## config.mk

```make
export PLATFORM = sky130hd
export DESIGN_NAME = spm_1p_access_ctrl
export DESIGN_NICKNAME = d
export VERILOG_FILES = /design/src/rtl/spm_pkg.sv /design/src/rtl/spm_rsp_fifo.sv /design/src/rtl/spm_1p_access_ctrl.sv
export SDC_FILE = /design/constraint.sdc
export NUM_CORES = 1
export LEC_CHECK = 0
export CAP_MARGIN = 15
export CORE_AREA = 2 2 226 228
export DETAILED_ROUTE_END_ITERATION = 10
export DIE_AREA = 0 0 228 230
export PLACE_DENSITY = 0.6
export SYNTH_ARGS = -nofsm -noshare
export SYNTH_HDL_FRONTEND = slang
export SYNTH_SLANG_ARGS = --single-unit
```

## constraint.sdc

```tcl
create_clock -name clk_i -period 2 [get_ports clk_i]
set_input_delay 0.3 -clock clk_i [delete_from_list [all_inputs] [get_ports clk_i]]
set_output_delay 0.3 -clock clk_i [all_outputs]
set_load 0.01 [all_outputs]
```

## src/rtl/spm_pkg.sv

```systemverilog
// Shared types and defaults for the single-port SPM access controller.
// Responses and in-flight tags travel through the controller in these forms.
package spm_pkg;

    localparam int unsigned SpmDefaultDataWidth = 128;
    localparam int unsigned SpmDefaultRspDepth  = 2;

    typedef struct packed {
        logic [SpmDefaultDataWidth-1:0] rdata;
        logic                           write;
        logic                           err;
    } spm_rsp_t;

    typedef struct packed {
        logic valid;
        logic write;
        logic err;
    } spm_infl_t;

endpackage

```

## src/rtl/spm_rsp_fifo.sv

```systemverilog
// Small registered response FIFO with no fall-through.
// The head is always read from storage, so data_o is stable while the FIFO is not popped.
module spm_rsp_fifo #(
    parameter int unsigned Depth = 2,
    parameter type elem_t = logic,
    localparam int unsigned PtrWidth = (Depth > 1) ? $clog2(Depth) : 1,
    localparam int unsigned CntWidth = $clog2(Depth + 1)
) (
    input  logic                clk_i,
    input  logic                rst_ni,
    input  logic                push_i,
    input  elem_t               data_i,
    input  logic                pop_i,
    output elem_t               data_o,
    output logic                full_o,
    output logic                empty_o,
    output logic [CntWidth-1:0] cnt_o
);

    elem_t                mem_d [Depth];
    elem_t                mem_q [Depth];
    logic [PtrWidth-1:0]  wr_ptr_d, wr_ptr_q;
    logic [PtrWidth-1:0]  rd_ptr_d, rd_ptr_q;
    logic [CntWidth-1:0]  cnt_d, cnt_q;
    logic                 push_ok;
    logic                 pop_ok;

    // Pointers wrap explicitly so Depth need not be a power of two.
    function automatic logic [PtrWidth-1:0] next_ptr(input logic [PtrWidth-1:0] ptr);
        return (32'(ptr) == Depth - 1) ? '0 : ptr + PtrWidth'(1);
    endfunction

    assign full_o  = (32'(cnt_q) == Depth);
    assign empty_o = (cnt_q == '0);
    assign cnt_o   = cnt_q;
    assign data_o  = mem_q[rd_ptr_q];
    assign push_ok = push_i & ~full_o;
    assign pop_ok  = pop_i & ~empty_o;

    always_comb begin
        mem_d    = mem_q;
        wr_ptr_d = wr_ptr_q;
        rd_ptr_d = rd_ptr_q;
        cnt_d    = cnt_q;
        if (push_ok) begin
            mem_d[wr_ptr_q] = data_i;
            wr_ptr_d        = next_ptr(wr_ptr_q);
        end
        if (pop_ok) begin
            rd_ptr_d = next_ptr(rd_ptr_q);
        end
        case ({push_ok, pop_ok})
            2'b10:   cnt_d = cnt_q + CntWidth'(1);
            2'b01:   cnt_d = cnt_q - CntWidth'(1);
            default: cnt_d = cnt_q;
        endcase
    end

    always_ff @(posedge clk_i or negedge rst_ni) begin
        if (!rst_ni) begin
            mem_q    <= '{default: '0};
            wr_ptr_q <= '0;
            rd_ptr_q <= '0;
            cnt_q    <= '0;
        end else begin
            mem_q    <= mem_d;
            wr_ptr_q <= wr_ptr_d;
            rd_ptr_q <= rd_ptr_d;
            cnt_q    <= cnt_d;
        end
    end

endmodule

```

## src/rtl/spm_1p_access_ctrl.sv

```systemverilog
// Valid/ready front-end for a single-port, 1-cycle-latency SPM macro.
// Issues macro strobes on accept and returns in-order responses through a credit-bounded buffer.
module spm_1p_access_ctrl
    import spm_pkg::*;
#(
    parameter int unsigned NumWords  = 1024,
    parameter int unsigned DataWidth = SpmDefaultDataWidth,
    parameter int unsigned ByteWidth = 8,
    parameter int unsigned RspDepth  = SpmDefaultRspDepth,
    localparam int unsigned AddrWidth = (NumWords > 1) ? $clog2(NumWords) : 1,
    localparam int unsigned BeWidth   = (DataWidth + ByteWidth - 1) / ByteWidth
) (
    input  logic                 clk_i,
    input  logic                 rst_ni,
    input  logic                 req_valid_i,
    output logic                 req_ready_o,
    input  logic                 req_write_i,
    input  logic [AddrWidth-1:0] req_addr_i,
    input  logic [DataWidth-1:0] req_wdata_i,
    input  logic [BeWidth-1:0]   req_strb_i,
    output logic                 rsp_valid_o,
    input  logic                 rsp_ready_i,
    output logic [DataWidth-1:0] rsp_rdata_o,
    output logic                 rsp_write_o,
    output logic                 rsp_err_o,
    output logic                 mem_req_o,
    output logic                 mem_we_o,
    output logic [AddrWidth-1:0] mem_addr_o,
    output logic [DataWidth-1:0] mem_wdata_o,
    output logic [BeWidth-1:0]   mem_be_o,
    input  logic [DataWidth-1:0] mem_rdata_i
);

    localparam int unsigned CntWidth = $clog2(RspDepth + 1);

    typedef struct packed {
        logic [DataWidth-1:0] rdata;
        logic                 write;
        logic                 err;
    } rsp_t;

    spm_infl_t           infl_d, infl_q;
    logic                accept;
    logic                in_range;
    logic                buf_push;
    logic                buf_pop;
    logic                buf_full;
    logic                buf_empty;
    logic [CntWidth-1:0] buf_cnt;
    rsp_t                buf_head;
    rsp_t                live_rsp;
    rsp_t                rsp_out;

    // Every accepted or in-flight access owns a buffer slot, so pushes can never overflow.
    assign req_ready_o = ~buf_full & ((32'(buf_cnt) + 32'(infl_q.valid)) < RspDepth);
    assign accept      = req_valid_i & req_ready_o;
    assign in_range    = (32'(req_addr_i) < NumWords);

    always_comb begin
        mem_req_o   = accept & in_range;
        mem_we_o    = mem_req_o & req_write_i;
        mem_addr_o  = mem_req_o ? req_addr_i : '0;
        mem_wdata_o = mem_we_o ? req_wdata_i : '0;
        mem_be_o    = mem_we_o ? req_strb_i : '0;
    end

    always_comb begin
        infl_d = '0;
        if (accept) begin
            infl_d.valid = 1'b1;
            infl_d.write = req_write_i;
            infl_d.err   = ~in_range;
        end
    end

    // Macro read data exists for one cycle only; it is either forwarded now or captured.
    always_comb begin
        live_rsp       = '0;
        live_rsp.write = infl_q.write;
        live_rsp.err   = infl_q.err;
        if (infl_q.valid && !infl_q.write && !infl_q.err) begin
            live_rsp.rdata = mem_rdata_i;
        end
    end

    assign buf_push = infl_q.valid & ~(buf_empty & rsp_ready_i);
    assign buf_pop  = ~buf_empty & rsp_ready_i;

    always_comb begin
        rsp_valid_o = ~buf_empty | infl_q.valid;
        rsp_out     = buf_empty ? live_rsp : buf_head;
        rsp_rdata_o = rsp_out.rdata;
        rsp_write_o = rsp_out.write;
        rsp_err_o   = rsp_out.err;
    end

    always_ff @(posedge clk_i or negedge rst_ni) begin
        if (!rst_ni) begin
            infl_q <= '0;
        end else begin
            infl_q <= infl_d;
        end
    end

    spm_rsp_fifo #(
        .Depth  (RspDepth),
        .elem_t (rsp_t)
    ) u_rsp_fifo (
        .clk_i   (clk_i),
        .rst_ni  (rst_ni),
        .push_i  (buf_push),
        .data_i  (live_rsp),
        .pop_i   (buf_pop),
        .data_o  (buf_head),
        .full_o  (buf_full),
        .empty_o (buf_empty),
        .cnt_o   (buf_cnt)
    );

endmodule

```

==> impl_metrics.env <==
export IMPL_outcome="finished, violations left"
export IMPL_violations="setup timing"
export IMPL_syn_nets=1619
export IMPL_mostFrequentLayoutCells="285 x clkdlybuf4s50_1, 260 x dfrtp_1, 250 x mux2_2, 175 x buf_6, 171 x and2_1"
export IMPL_cts_root_buf="clkbuf_16"
export IMPL_die_area_mm2=0.05244
export IMPL_timing_fmax_ghz=0.3930
export IMPL_cts_max_level=1
export IMPL_grt_ovfl_total=0
export IMPL_die_w_um=228
export IMPL_crit_path_end_kind="primary output"
export IMPL_crit_chain="buf_6, nor2_4, buf_12, buf_12, buf_8, clkbuf_16, nand3_1, o21ai_1, buf_2"
export IMPL_cts_buffers=31
export IMPL_clk_pin_slew_ns=0.06
export IMPL_path_buf_inv=6
export IMPL_synth_cell_types=28
export IMPL_period_needed_ns=2.545
export IMPL_grt_pass1_vias=13260
export IMPL_critPathMaxFanout=7
export IMPL_vias_per_cell=4.967
export IMPL_final_setup_skew_ns=0.01046
export IMPL_final_nets=2377
export IMPL_slowest_delay_ns=0.45
export IMPL_core_area_mm2=0.04986
export IMPL_min_period_over_period=1.272
export IMPL_max_vdd_ir_drop_mv=0.6822
export IMPL_tightest_slew_ns=0.5165
export IMPL_grt_use_total=0.2493
export IMPL_syn_area_mm2=0.01467
export IMPL_drive_above_1_share=0.5234
export IMPL_firstDrtPassIters=4
export IMPL_die_h_um=230
export IMPL_setup_tns_ns=-124.93
export IMPL_worstSetupPathType="reg2out"
export IMPL_grt_pass1_wl_mm=94.74
export IMPL_antenna_found_initial=42
export IMPL_portBuffers=573
export IMPL_start_util=0.2941
export IMPL_drv_cap=0
export IMPL_cpMostUsedCell="buf_12"
export IMPL_critical_path_top_delay_family="buffers and inverters"
export IMPL_synth_yosys_seq_area_share=0.4504
export IMPL_hold_viol=0
export IMPL_cp_slowest_cell="dfrtp_2"
export IMPL_cts_sinks=264
export IMPL_placementRows=82
export IMPL_rr_worst_depth=12
export IMPL_ys_ff_latch=264
export IMPL_hold_class="in2async"
export IMPL_required_ns=1.70
export IMPL_drv_slew=0
export IMPL_max_slew_margin=0.6557
export IMPL_worstSetupPathDepth=9
export IMPL_wl_mm=73.09
export IMPL_detail_route_wl_per_cell_um=26.20
export IMPL_clk_path_buf_depth=3
export IMPL_drc=0
export IMPL_cts_tree="built"
export IMPL_area_growth_pct=78.13
export IMPL_p_per_area_mw_per_mm2=1354
export IMPL_worst_slack_ns=-0.5447
export IMPL_syn_avg_cell_area_um2=11.02
export IMPL_finalSetupViolCount=333
export IMPL_hpwl_mm=51.87
export IMPL_postRouteAntennaNets=0
export IMPL_p_leak_nw=12.36
export IMPL_place_congestion=0.9425
export IMPL_final_common_cell="clkdlybuf4s50_1"
export IMPL_initialDrtViolationCount=694
export IMPL_clock_latency_ns=0.57
export IMPL_critPathLaunchType="flop"
export IMPL_final_util=0.5239
export IMPL_io_pins=575
export IMPL_via_count=13860
export IMPL_rsz0062_at_grt="true"
export IMPL_syn_inst=1331
export IMPL_ys_warn_count=0
export IMPL_grt_max_degree=60
export IMPL_worst_ep_arrival_time_ns=2.24
[synth_stat cells]
| master | instances | area [um2] |
|---|---|---|
| nor2b_1 | 2 | 12.51 |
| mux2_2 | 250 | 2815 |
| and2_1 | 282 | 1764 |
| xnor2_1 | 3 | 26.28 |
| buf_2 | 57 | 285.3 |
| or3_1 | 1 | 6.260 |
| a211oi_1 | 1 | 7.510 |
| o21ai_0 | 129 | 645.6 |
| xor2_1 | 2 | 17.52 |
| nand3b_1 | 1 | 7.510 |
| buf_6 | 13 | 146.4 |
| a2111oi_4 | 1 | 27.53 |
| and3_1 | 1 | 6.260 |
| buf_4 | 4 | 30.03 |
| ha_1 | 1 | 12.51 |
| conb_1 | 1 | 3.750 |
| o21bai_4 | 1 | 18.77 |
| clkbuf_2 | 5 | 25.02 |
| a21oi_1 | 1 | 5.000 |
| nand3_1 | 128 | 640.6 |
| nand2_1 | 2 | 7.510 |
| nor2_1 | 1 | 3.750 |
| nor2_2 | 1 | 6.260 |
| inv_1 | 2 | 7.510 |
| dfrtp_1 | 264 | 6606 |
| mux2i_1 | 129 | 1291 |
| clkbuf_1 | 40 | 150.1 |
| mux2_1 | 8 | 90.09 |
[power by group]
group	leakage (nW)	internal, W	total (W)	switching [W]
clock	0.477	0.00328	0.00553	0.00224
combinational	8.32	0.0114	0.0208	0.00942
sequential	3.57	0.00780	0.00907	0.00127
total	12.4	0.0224	0.0354	0.0129
[logic make-up after synthesis]
| family | count (synthesis) | synth area share |
|---|---|---|
| mux | 387 | 0.2861 |
| fa+ha+maj | 1 | 0.0008530 |
| buf+inv | 121 | 0.04393 |
| compound gates | 133 | 0.04803 |
| simple gates | 419 | 0.1674 |
| other cells | 1 | 0.0002557 |
| flops | 264 | 0.4504 |
| xor+xnor | 5 | 0.002986 |
[worst paths after layout]
path                                      start               endpoint  slack [ns]
hold / removal                           rst_ni  u_rsp_fifo.mem_q[236]        0.26
max in group asynchronous                rst_ni    u_rsp_fifo.rd_ptr_q        0.99
setup reg to reg            u_rsp_fifo.cnt_o[0]    u_rsp_fifo.cnt_o[1]       -0.07
setup / recovery            u_rsp_fifo.cnt_o[0]        rsp_rdata_o[49]       -0.54
min in group clk_i         u_rsp_fifo.mem_q[87]   u_rsp_fifo.mem_q[87]        0.49
hold reg to reg            u_rsp_fifo.mem_q[87]   u_rsp_fifo.mem_q[87]        0.49
[metal layers]
metal / part of all wire / global-route usage / vias to the layer above
li1: - / - / 6176
met1: 0.41 / 0.3187 / 6962
met2: 0.49 / 0.4360 / 564
met3: 0.067 / 0.05270 / 146
met4: 0.029 / 0.04739 / 10
met5: 0.00086 / 0 / -
[sequential cells by signal (all words and copies together), names as in the netlist]
| signal | flops |
|---|---|
| infl_q | 2 |
| u_rsp_fifo.cnt_o | 2 |
| u_rsp_fifo.mem_q | 258 |
| u_rsp_fifo.rd_ptr_q | 1 |
| u_rsp_fifo.wr_ptr_q | 1 |
[timing repair]
item	CTS	global route
setup endpoints to repair	287	297
hold buffers	1	0
resized for setup	1128	709
pin swaps	7	111
buffers inserted	37	56
endpoints found under the hold margin	50	0
cloned	20	30
[layout make-up]
| cell class | count | area, um2 |
|---|---|---|
| clock inverters | 7 | 91.34 |
| inverters | 2 | 7.507 |
| diodes | 7 | 17.52 |
| clock buffers | 48 | 889.6 |
| repair buffers | 844 | 9206 |
| fillers | 4403 | 23740 |
| flip-flops and latches | 264 | 6614 |
| multi-input cells | 946 | 8458 |
| well taps | 672 | 840.8 |
[stage by stage]
stage	instances	cell area (um2)	hold WS, ns	total power (W)	setup WS [ns]
after floorplan	1331	14670	0.004409	0.01711	0.1862
after global placement	2591	22240	0.2740	0.02488	-0.6171
after detailed placement	2591	22240	0.2749	0.02522	-0.6541
after CTS	2703	23760	0.2576	0.03180	-0.5679
after global routing	2786	26120	0.2761	0.03713	-0.6341
final	2790	26130	0.2627	0.03539	-0.5447
Note: power is estimated with default switching activity, not from simulation.
